File: config.mk
export PLATFORM = sky130hd
export DESIGN_NAME = prog_loader
export DESIGN_NICKNAME = d
export VERILOG_FILES = /design/src/rtl/stack_pkg.sv /design/src/rtl/prog_loader_timeout.sv /design/src/rtl/prog_loader.sv
export SDC_FILE = /design/constraint.sdc
export NUM_CORES = 1
export LEC_CHECK = 0
export CORE_MARGIN = 4
export CORE_UTILIZATION = 53
export DETAILED_ROUTE_END_ITERATION = 16
export PLACE_DENSITY = 0.77
export SLEW_MARGIN = 20
export SYNTH_ARGS = -nofsm -noshare
export SYNTH_HDL_FRONTEND = slang
export SYNTH_SLANG_ARGS = --single-unit
export TNS_END_PERCENT = 1
File: constraint.sdc
create_clock -name clk -period 2.18 [get_ports clk]
set_input_delay 0.654 -clock clk [delete_from_list [all_inputs] [get_ports clk]]
set_output_delay 0.654 -clock clk [all_outputs]
set_load 0.01 [all_outputs]
File: src/rtl/stack_pkg.sv
// rtl/stack_pkg.sv - shared types and constants for the program loader
// Purpose: loader state encoding, error codes and the default frame marker.
// Ports: none (package).
package stack_pkg;

  typedef enum logic [2:0] {
    IDLE,
    LEN_HI,
    LEN_LO,
    DATA,
    CSUM,
    REPORT
  } loader_state_e;

  localparam logic [1:0] ERR_LEN     = 2'd1;
  localparam logic [1:0] ERR_CSUM    = 2'd2;
  localparam logic [1:0] ERR_TIMEOUT = 2'd3;

  localparam logic [7:0] DEFAULT_SYNC_BYTE = 8'hA5;

endpackage

File: src/rtl/prog_loader_timeout.sv
// rtl/prog_loader_timeout.sv - inter-byte idle timer for the program loader
// Purpose: down-counter restarted on every accepted byte; flags expiry once
//          CYCLES clocks pass without a restart while a frame is in progress.
// Ports:
//   clk, rst_n  - clock, asynchronous active-low reset
//   load_i      - restart the count (byte accepted)
//   en_i        - count only while a frame is in progress
//   expired_o   - CYCLES clocks have passed since the last restart
module prog_loader_timeout #(
  parameter int unsigned CYCLES = 1_600_000
) (
  input  logic clk,
  input  logic rst_n,
  input  logic load_i,
  input  logic en_i,
  output logic expired_o
);

  localparam int unsigned CNT_W = (CYCLES > 1) ? $clog2(CYCLES) : 1;
  // Loading CYCLES-1 makes expiry fire on exactly the CYCLES-th idle edge.
  localparam logic [CNT_W-1:0] LOAD_VAL = CNT_W'(CYCLES - 1);

  logic [CNT_W-1:0] cnt_q, cnt_d;

  always_comb begin
    cnt_d = cnt_q;
    if (load_i) begin
      cnt_d = LOAD_VAL;
    end else if (en_i && (cnt_q != '0)) begin
      cnt_d = cnt_q - 1'b1;
    end
  end

  always_ff @(posedge clk or negedge rst_n) begin
    if (!rst_n) begin
      cnt_q <= '0;
    end else begin
      cnt_q <= cnt_d;
    end
  end

  assign expired_o = en_i && !load_i && (cnt_q == '0);

endmodule

File: src/rtl/prog_loader.sv
// rtl/prog_loader.sv - framed byte-stream loader for instruction memory
// Purpose: parses SYNC, LEN_HI, LEN_LO, payload[, CSUM] frames, writes the
//          payload from address 0, holds the core during loads and reports
//          success or a classified error.
// Optional feature: define PROG_LOADER_CHECKSUM_EN to expect and check a
//          trailing modulo-256 payload sum byte.
// Ports:
//   clk, rst_n                    - clock, asynchronous active-low reset
//   in_data, in_valid, in_ready   - byte input handshake
//   mem_we, mem_addr, mem_wdata   - registered instruction-memory write port
//   core_hold                     - core must stay stopped while high
//   load_done, load_err, err_code - one-cycle completion/error report
module prog_loader
  import stack_pkg::*;
#(
  parameter int unsigned ADDR_W         = 8,
  parameter logic [7:0]  SYNC_BYTE      = DEFAULT_SYNC_BYTE,
  parameter int unsigned TIMEOUT_CYCLES = 1_600_000
) (
  input  logic              clk,
  input  logic              rst_n,
  input  logic [7:0]        in_data,
  input  logic              in_valid,
  output logic              in_ready,
  output logic              mem_we,
  output logic [ADDR_W-1:0] mem_addr,
  output logic [7:0]        mem_wdata,
  output logic              core_hold,
  output logic              load_done,
  output logic              load_err,
  output logic [1:0]        err_code
);

  // 17 bits so that 2^16 itself is representable when ADDR_W = 16.
  localparam logic [16:0] MAX_LEN = 17'(1) << ADDR_W;

  loader_state_e     state_q, state_d;
  logic [15:0]       len_q, len_d;
  logic [15:0]       cnt_q, cnt_d;
  logic              mem_we_q, mem_we_d;
  logic [ADDR_W-1:0] mem_addr_q, mem_addr_d;
  logic [7:0]        mem_wdata_q, mem_wdata_d;
  logic              core_hold_q, core_hold_d;
  logic              load_done_q, load_done_d;
  logic              load_err_q, load_err_d;
  logic [1:0]        err_code_q, err_code_d;
`ifdef PROG_LOADER_CHECKSUM_EN
  logic [7:0]        sum_q, sum_d;
`endif

  logic        accept;
  logic        in_frame;
  logic        timed_out;
  logic [15:0] len_rx;
  logic [15:0] cnt_next;

  assign in_ready = (state_q != REPORT);
  assign accept   = in_valid && in_ready;
  assign in_frame = (state_q == LEN_HI) || (state_q == LEN_LO) ||
                    (state_q == DATA)   || (state_q == CSUM);
  assign len_rx   = {len_q[15:8], in_data};
  assign cnt_next = cnt_q + 16'd1;

  prog_loader_timeout #(
    .CYCLES (TIMEOUT_CYCLES)
  ) u_timeout (
    .clk       (clk),
    .rst_n     (rst_n),
    .load_i    (accept),
    .en_i      (in_frame),
    .expired_o (timed_out)
  );

  always_comb begin
    state_d     = state_q;
    len_d       = len_q;
    cnt_d       = cnt_q;
    mem_we_d    = 1'b0;
    mem_addr_d  = mem_addr_q;
    mem_wdata_d = mem_wdata_q;
    core_hold_d = core_hold_q;
    load_done_d = 1'b0;
    load_err_d  = 1'b0;
    err_code_d  = err_code_q;
`ifdef PROG_LOADER_CHECKSUM_EN
    sum_d       = sum_q;
`endif

    case (state_q)
      IDLE: begin
        if (accept && (in_data == SYNC_BYTE)) begin
          state_d     = LEN_HI;
          core_hold_d = 1'b1;
          cnt_d       = '0;
`ifdef PROG_LOADER_CHECKSUM_EN
          sum_d       = '0;
`endif
        end
      end
      LEN_HI: begin
        if (accept) begin
          len_d   = {in_data, 8'h00};
          state_d = LEN_LO;
        end
      end
      LEN_LO: begin
        if (accept) begin
          len_d = len_rx;
          if ({1'b0, len_rx} > MAX_LEN) begin
            state_d    = REPORT;
            load_err_d = 1'b1;
            err_code_d = ERR_LEN;
          end else if (len_rx == '0) begin
`ifdef PROG_LOADER_CHECKSUM_EN
            state_d     = CSUM;
`else
            state_d     = REPORT;
            load_done_d = 1'b1;
`endif
          end else begin
            state_d = DATA;
          end
        end
      end
      DATA: begin
        if (accept) begin
          mem_we_d    = 1'b1;
          mem_addr_d  = cnt_q[ADDR_W-1:0];
          mem_wdata_d = in_data;
          cnt_d       = cnt_next;
`ifdef PROG_LOADER_CHECKSUM_EN
          sum_d       = sum_q + in_data;
          if (cnt_next == len_q) state_d = CSUM;
`else
          if (cnt_next == len_q) begin
            state_d     = REPORT;
            load_done_d = 1'b1;
          end
`endif
        end
      end
`ifdef PROG_LOADER_CHECKSUM_EN
      CSUM: begin
        if (accept) begin
          state_d = REPORT;
          if (in_data == sum_q) begin
            load_done_d = 1'b1;
          end else begin
            load_err_d = 1'b1;
            err_code_d = ERR_CSUM;
          end
        end
      end
`endif
      REPORT: begin
        state_d = IDLE;
        // Only a successful frame releases the core; after an error the
        // memory image may be partial, so the hold persists.
        if (load_done_q) core_hold_d = 1'b0;
      end
      default: state_d = IDLE;
    endcase

    if (timed_out) begin
      state_d    = REPORT;
      load_err_d = 1'b1;
      err_code_d = ERR_TIMEOUT;
    end
  end

  always_ff @(posedge clk or negedge rst_n) begin
    if (!rst_n) begin
      state_q     <= IDLE;
      len_q       <= '0;
      cnt_q       <= '0;
      mem_we_q    <= 1'b0;
      mem_addr_q  <= '0;
      mem_wdata_q <= '0;
      core_hold_q <= 1'b0;
      load_done_q <= 1'b0;
      load_err_q  <= 1'b0;
      err_code_q  <= '0;
`ifdef PROG_LOADER_CHECKSUM_EN
      sum_q       <= '0;
`endif
    end else begin
      state_q     <= state_d;
      len_q       <= len_d;
      cnt_q       <= cnt_d;
      mem_we_q    <= mem_we_d;
      mem_addr_q  <= mem_addr_d;
      mem_wdata_q <= mem_wdata_d;
      core_hold_q <= core_hold_d;
      load_done_q <= load_done_d;
      load_err_q  <= load_err_d;
      err_code_q  <= err_code_d;
`ifdef PROG_LOADER_CHECKSUM_EN
      sum_q       <= sum_d;
`endif
    end
  end

  assign mem_we    = mem_we_q;
  assign mem_addr  = mem_addr_q;
  assign mem_wdata = mem_wdata_q;
  assign core_hold = core_hold_q;
  assign load_done = load_done_q;
  assign load_err  = load_err_q;
  assign err_code  = err_code_q;

endmodule

# Yosys cells after proc, flatten, opt, wreduce, memory -nomap -nowiden
# Index checks and enable logic that the tools add are counted.
# Widths: inputs -> output; s select.
[word_totals]
register_bits = 78
input_bits = 11
[classes]
addsub = 2
order_cmp = 1
eq_ne = 18
mux = 36
bitwise_logic = 1
reduce_logical = 27
[ops]
columns = ["operator", "n"]
rows = [
  ["$pmux 16 s2", 2],
  ["$mux 16", 3],
  ["$mux 21", 2],
  ["$mux 3", 8],
  ["$logic_not 21->1", 1],
  ["$reduce_bool 21->1", 1],
  ["$sub 21x1->21 const B", 1],
  ["$add 16x1->16 const B", 1],
  ["$eq 16x16->1", 1],
  ["$gt 16x9->1 const B", 1],
  ["$logic_not 16->1", 1],
  ["$ne 3x3->1 const B", 5],
  ["$reduce_and 3->1", 5],
  ["$reduce_bool 2->1", 7],
  ["$mux 1", 13],
  ["$pmux 3 s4", 1],
  ["$ne 2x2->1 const B", 5],
  ["$eq 8x8->1 const B", 1],
  ["$mux 2", 4],
  ["$mux 8", 1],
  ["$eq 3x2->1 const B", 2],
  ["$eq 3x3->1 const B", 2],
  ["$logic_and 1x1->1", 5],
  ["$reduce_and 5->1", 1],
  ["8 further kinds", 11],
]

# Depth between registers and ports, before layout
[depth]
ltp_word = 8
depth_mapped = 9
ltp_nobuf = 8

# By module
# From an unflattened synthesis, not the netlist that was laid out.
[hier_totals]
cells_unflattened = 465
hier_area_um2 = 4450.5
[by_module_without_submodules]
columns = ["module", "instances", "cells_per_inst", "area_per_inst_um2", "seq_area_each_um2"]
rows = [
  ["prog_loader", 1, 332, 3164.3, 1426.4],
  ["prog_loader_timeout", 1, 133, 1286.2, 525.5],
]

# Least setup slack after synthesis
# Ideal clock, no wire load.
[synth_path]
path_kind = "input-to-reg"
from = "input in_data[1]"
to = "register state_q[1]"
setup_ps = 83
arrival_ps = 2196
required_time_ps = 2097
setup_slack_ps = -99
cell_stages = 6
cell_sequence = "nor4_1 a21boi_0 or4b_2 o221ai_1 a31oi_1 o21ai_0"
[synth_via]
elab_chain_cells = 6
[synth_rtl]
columns = ["item", "line_no", "source"]
rows = [
  ["from (decl)", "prog_loader.sv:22", "input logic [7:0] in_data,"],
  ["branches (longest 6 deep; another with $gt 16x9->1)", "--", ""],
  ["to (signal assigned)", "prog_loader.sv:187", "state_q <= state_d;"],
  ["to (decl)", "prog_loader.sv:37", "loader_state_e state_q, state_d;"],
]
# Several ways; the timed one is not identified. The select of a mux whose other input is x is not followed.
# A chain may end at the register's enable or synchronous reset.

# Final worst setup path
[layout_path]
from = "input in_data[7]"
to = "register state_q[2]"
# Same word-level chain as after synthesis.

==> impl_metrics.env <==
export IMPL_clkSlewWorstSetupHoldPaths_ns=0.09
export IMPL_asyncSetResetFlopFracSynth_pct=100
export IMPL_ctsRootBufferMaster="sky130_fd_sc_hd__clkbuf_8"
export IMPL_stdcell_area_um2=5410
export IMPL_worstPathArrival_ns=2.49
export IMPL_post_route_period_util_pct=100
export IMPL_grt_antenna_before_repair=0
export IMPL_gr_usage_total_pct=22.8
export IMPL_syn_nets=462
export IMPL_worst_path_largest_cell_delay_ns=0.54
export IMPL_synthMostInstantiatedCell="sky130_fd_sc_hd__nand2_1"
export IMPL_vias_per_cell=5.93
export IMPL_synth_yosys_seq_area_share_pct=46.8
export IMPL_dp_hpwl_mm=7.32
export IMPL_critical_path_top_delay_family="buffers and inverters"
export IMPL_i_o_pin_count=34
export IMPL_timing_clock_skew_ns=0.0104
export IMPL_setup_worst_path_end_class="flip-flop"
export IMPL_cts_sink_count=78
export IMPL_violations="setup timing"
export IMPL_rsz_0062_raised_after_global_routing="yes"
export IMPL_critPathRequiredTime_ns=2.48
export IMPL_avgSynthCellArea_um2=9.31
export IMPL_synth_seq_cells=78
export IMPL_crit_slowest_cell="sky130_fd_sc_hd__clkdlybuf4s50_1"
export IMPL_drt_iter0_drc=382
export IMPL_synth_top_cells_by_count="sky130_fd_sc_hd__nand2_1 (82), sky130_fd_sc_hd__dfrtp_1 (78), sky130_fd_sc_hd__nor2_1 (37)"
export IMPL_die_width_um=96.7
export IMPL_regArea_um2=1960
export IMPL_yosys_warnings=0
export IMPL_critical_path_maximum_fanout=3
export IMPL_period_needed_ns=2.19
export IMPL_fp_dieH_um=96.7
export IMPL_mappedNetlistArea_um2=4170
export IMPL_timing_critical_path_cells="clkdlybuf4s50_1, nor4_4, buf_4, nand3b_1, or4b_4, nand2_1, a211o_1, o21ba_1"
export IMPL_final_antenna_net_count=0
export IMPL_synth_enable_flop_cells=0
export IMPL_initial_util_pct=54.2
export IMPL_multi_input_comb_area_um2=2300
export IMPL_timing_critical_path_buf_inv=2
export IMPL_num_rows=32
export IMPL_placement_io_buffers=33
export IMPL_power_leakage_nw=2.36
export IMPL_final_max_slew_viol_count=0
export IMPL_floorplan_core_area_um2=7690
export IMPL_timing_critical_path_from_type="input pin"
export IMPL_worstHoldPathType="input pin to asynchronous set/reset pin"
export IMPL_die_area_um2=9350
export IMPL_global_route_overflow=0
export IMPL_synth_area_leaders="sky130_fd_sc_hd__dfrtp_1 (47%), sky130_fd_sc_hd__nand2_1 (7.4%), sky130_fd_sc_hd__xnor2_1 (4.6%)"
export IMPL_flow_area_growth_from_synthesis_pct=29.7
export IMPL_setup_reg_to_reg_worst_slack_ns=0.05
export IMPL_grt_pass1_vias=3664
export IMPL_postSynth_topFlopCell="sky130_fd_sc_hd__dfrtp_1"
export IMPL_design_power_total_mw=5.07
export IMPL_setup_viol_count_final=1
export IMPL_max_capacitance_violation_count=0
export IMPL_synth_lib_cells_used_distinct=62
export IMPL_clock_buffer_count_from_cts=9
export IMPL_grt_start_max_net_pins=40
export IMPL_cts_hold_repair_buffers=0
export IMPL_grt_pass1_wl_mm=17.6
export IMPL_post_synth_inst_count=448
export IMPL_timing_setup_critical_path_class="input pin to flip-flop"
export IMPL_timing_hold_ws_ns=0.266
export IMPL_finalWorstSetupSlack_ns=-0.00972
export IMPL_finalHoldViolations=0
export IMPL_final_core_utilization_pct=70.3
export IMPL_detailedRoute_firstPassIterationCount=5
export IMPL_post_route_cells_drive_above_1_share_pct=24.0
export IMPL_vias=3787
export IMPL_worst_pin_slew_ns=0.698
export IMPL_max_clock_freq_mhz=457
export IMPL_drt_wl_total_mm=10.6
export IMPL_finalNetCount=546
export IMPL_maxSlewHeadroom_pct=53.1
export IMPL_wire_per_inst_um=16.5
export IMPL_synth_top_area_share_pct=46.8
export IMPL_worst_skew_pair_late_latency_ns=0.36
export IMPL_placedInstanceArea_um2=4990
export IMPL_outcome="finished, violations left"
export IMPL_cts_max_path_buffers=2
export IMPL_irDropWorstVdd_mv=0.622
export IMPL_cts_htree_levels=3
export IMPL_synth_largest_area_cell="sky130_fd_sc_hd__dfrtp_1"
export IMPL_fillerInstances=576
export IMPL_antenna_cells=0
export IMPL_dp_slack_ns=-0.668
export IMPL_drcViolationCount=0
export IMPL_power_per_cell_area_nw_per_um2=939
export IMPL_clock_tree_from_tritoncts="done"
export IMPL_gp_routability_congestion=0.911
-- per-stage QoR --
| step | TNS [ns] | cells |
|---|---|---|
| 2_1_floorplan | 0 | 448 |
| 3_3_place_gp | -9.39 | 618 |
| 3_5_place_dp | -11.00 | 618 |
| 4_1_cts | -0.0273 | 635 |
| 5_1_grt | -0.184 | 639 |
| 6_report | -0.00972 | 639 |
-- final timing paths --
path,start,to,cells after the start
min in group clk,err_code[1],err_code[1],2
worst max register to register,u_timeout.cnt_q[1],state_q[2],8
worst max-delay path,in_data[7],state_q[2],8
max in group asynchronous,rst_n,len_q[3],2
worst min register to register,err_code[1],err_code[1],2
worst min-delay path,rst_n,load_err,1
-- flip-flops by register name, indices dropped and copies added, names as in the netlist, 2 cells and up --
| signal | flops |
|---|---|
| err_code | 2 |
| u_timeout.cnt_q | 21 |
| mem_addr | 8 |
| mem_wdata | 8 |
| state_q | 3 |
| len_q | 16 |
| cnt_q | 16 |
-- report_power, final --
group / total, mW / switching (mW) / internal, mW
sequential: 2.06 / 0.305 / 1.75
combinational: 2.03 / 1.02 / 1.01
clock: 0.985 / 0.568 / 0.417
total: 5.07 / 1.89 / 3.18
-- cells in the final DEF (no fill, tap or decap), drive strengths merged, types with 4 or more instances in the layout --
master	count
a21oi	13
a22o	9
and2	4
and3	5
and4	4
buf	62
clkbuf	9
clkdlybuf4s50	24
clkinv	4
dfrtp	78
dlygate4sd2	4
dlymetal6s2s	4
inv	11
mux2	8
nand2	82
nand2b	5
nand3	16
nand4	8
nor2	37
nor3	10
nor4	17
o21ai	34
o31ai	5
or3	7
xnor2	22
xor2	13
-- cell families (layout without fill, tap and decap cells) --
family | count (synthesis) | after routing | synth area share [%]
muxes | 8 | 8 | 2.16
AOI/OAI and AO/OA | 83 | 83 | 13.0
DFF | 78 | 78 | 46.8
xor gates and xnor gates | 35 | 35 | 7.35
buffers and inverters | 30 | 119 | 2.91
adders and majority gates | 3 | 3 | 0.900
and+or+nand+nor | 211 | 211 | 26.9
-- worst register-to-register path, cell delays in order (launching register included) --
cell	delay, ns
sky130_fd_sc_hd__dfrtp_1	0.41
sky130_fd_sc_hd__inv_1	0.08
sky130_fd_sc_hd__ha_1	0.15
sky130_fd_sc_hd__nor4b_4	0.24
sky130_fd_sc_hd__nand2_1	0.12
sky130_fd_sc_hd__or3_4	0.39
sky130_fd_sc_hd__or2_4	0.24
sky130_fd_sc_hd__a211o_1	0.25
sky130_fd_sc_hd__o21ba_1	0.20
-- per-layer routing --
metal	up-vias	global-route usage (%)	wire length [um]	part of all wire, %
met2	158	34.9	4850	46
met3	22	4.76	760	7.2
met1	1840	32.3	4760	45
met5	-	0	0	0
met4	0	8.10	199	1.9
li1	1767	-	-	-
-- cell type report --
cell class | count | share of cell area [%]
Clock buffer | 9 | 2.29
Clock inverter | 7 | 0.903
Inverter | 9 | 0.625
Multi-Input combinational cell | 340 | 42.6
Sequential cell | 78 | 36.2
Tap cell | 102 | 2.36
Timing Repair Buffer | 94 | 15.0
-- timing repair --
item	4_1_cts	5_1_grt
setup buffers	1	4
setup endpoints to repair	8	40
pin swaps	2	8
gates cloned	0	0
endpoints found under the hold margin	0	0
resized for setup	11	34
Note: power is estimated with default switching activity, not from simulation.
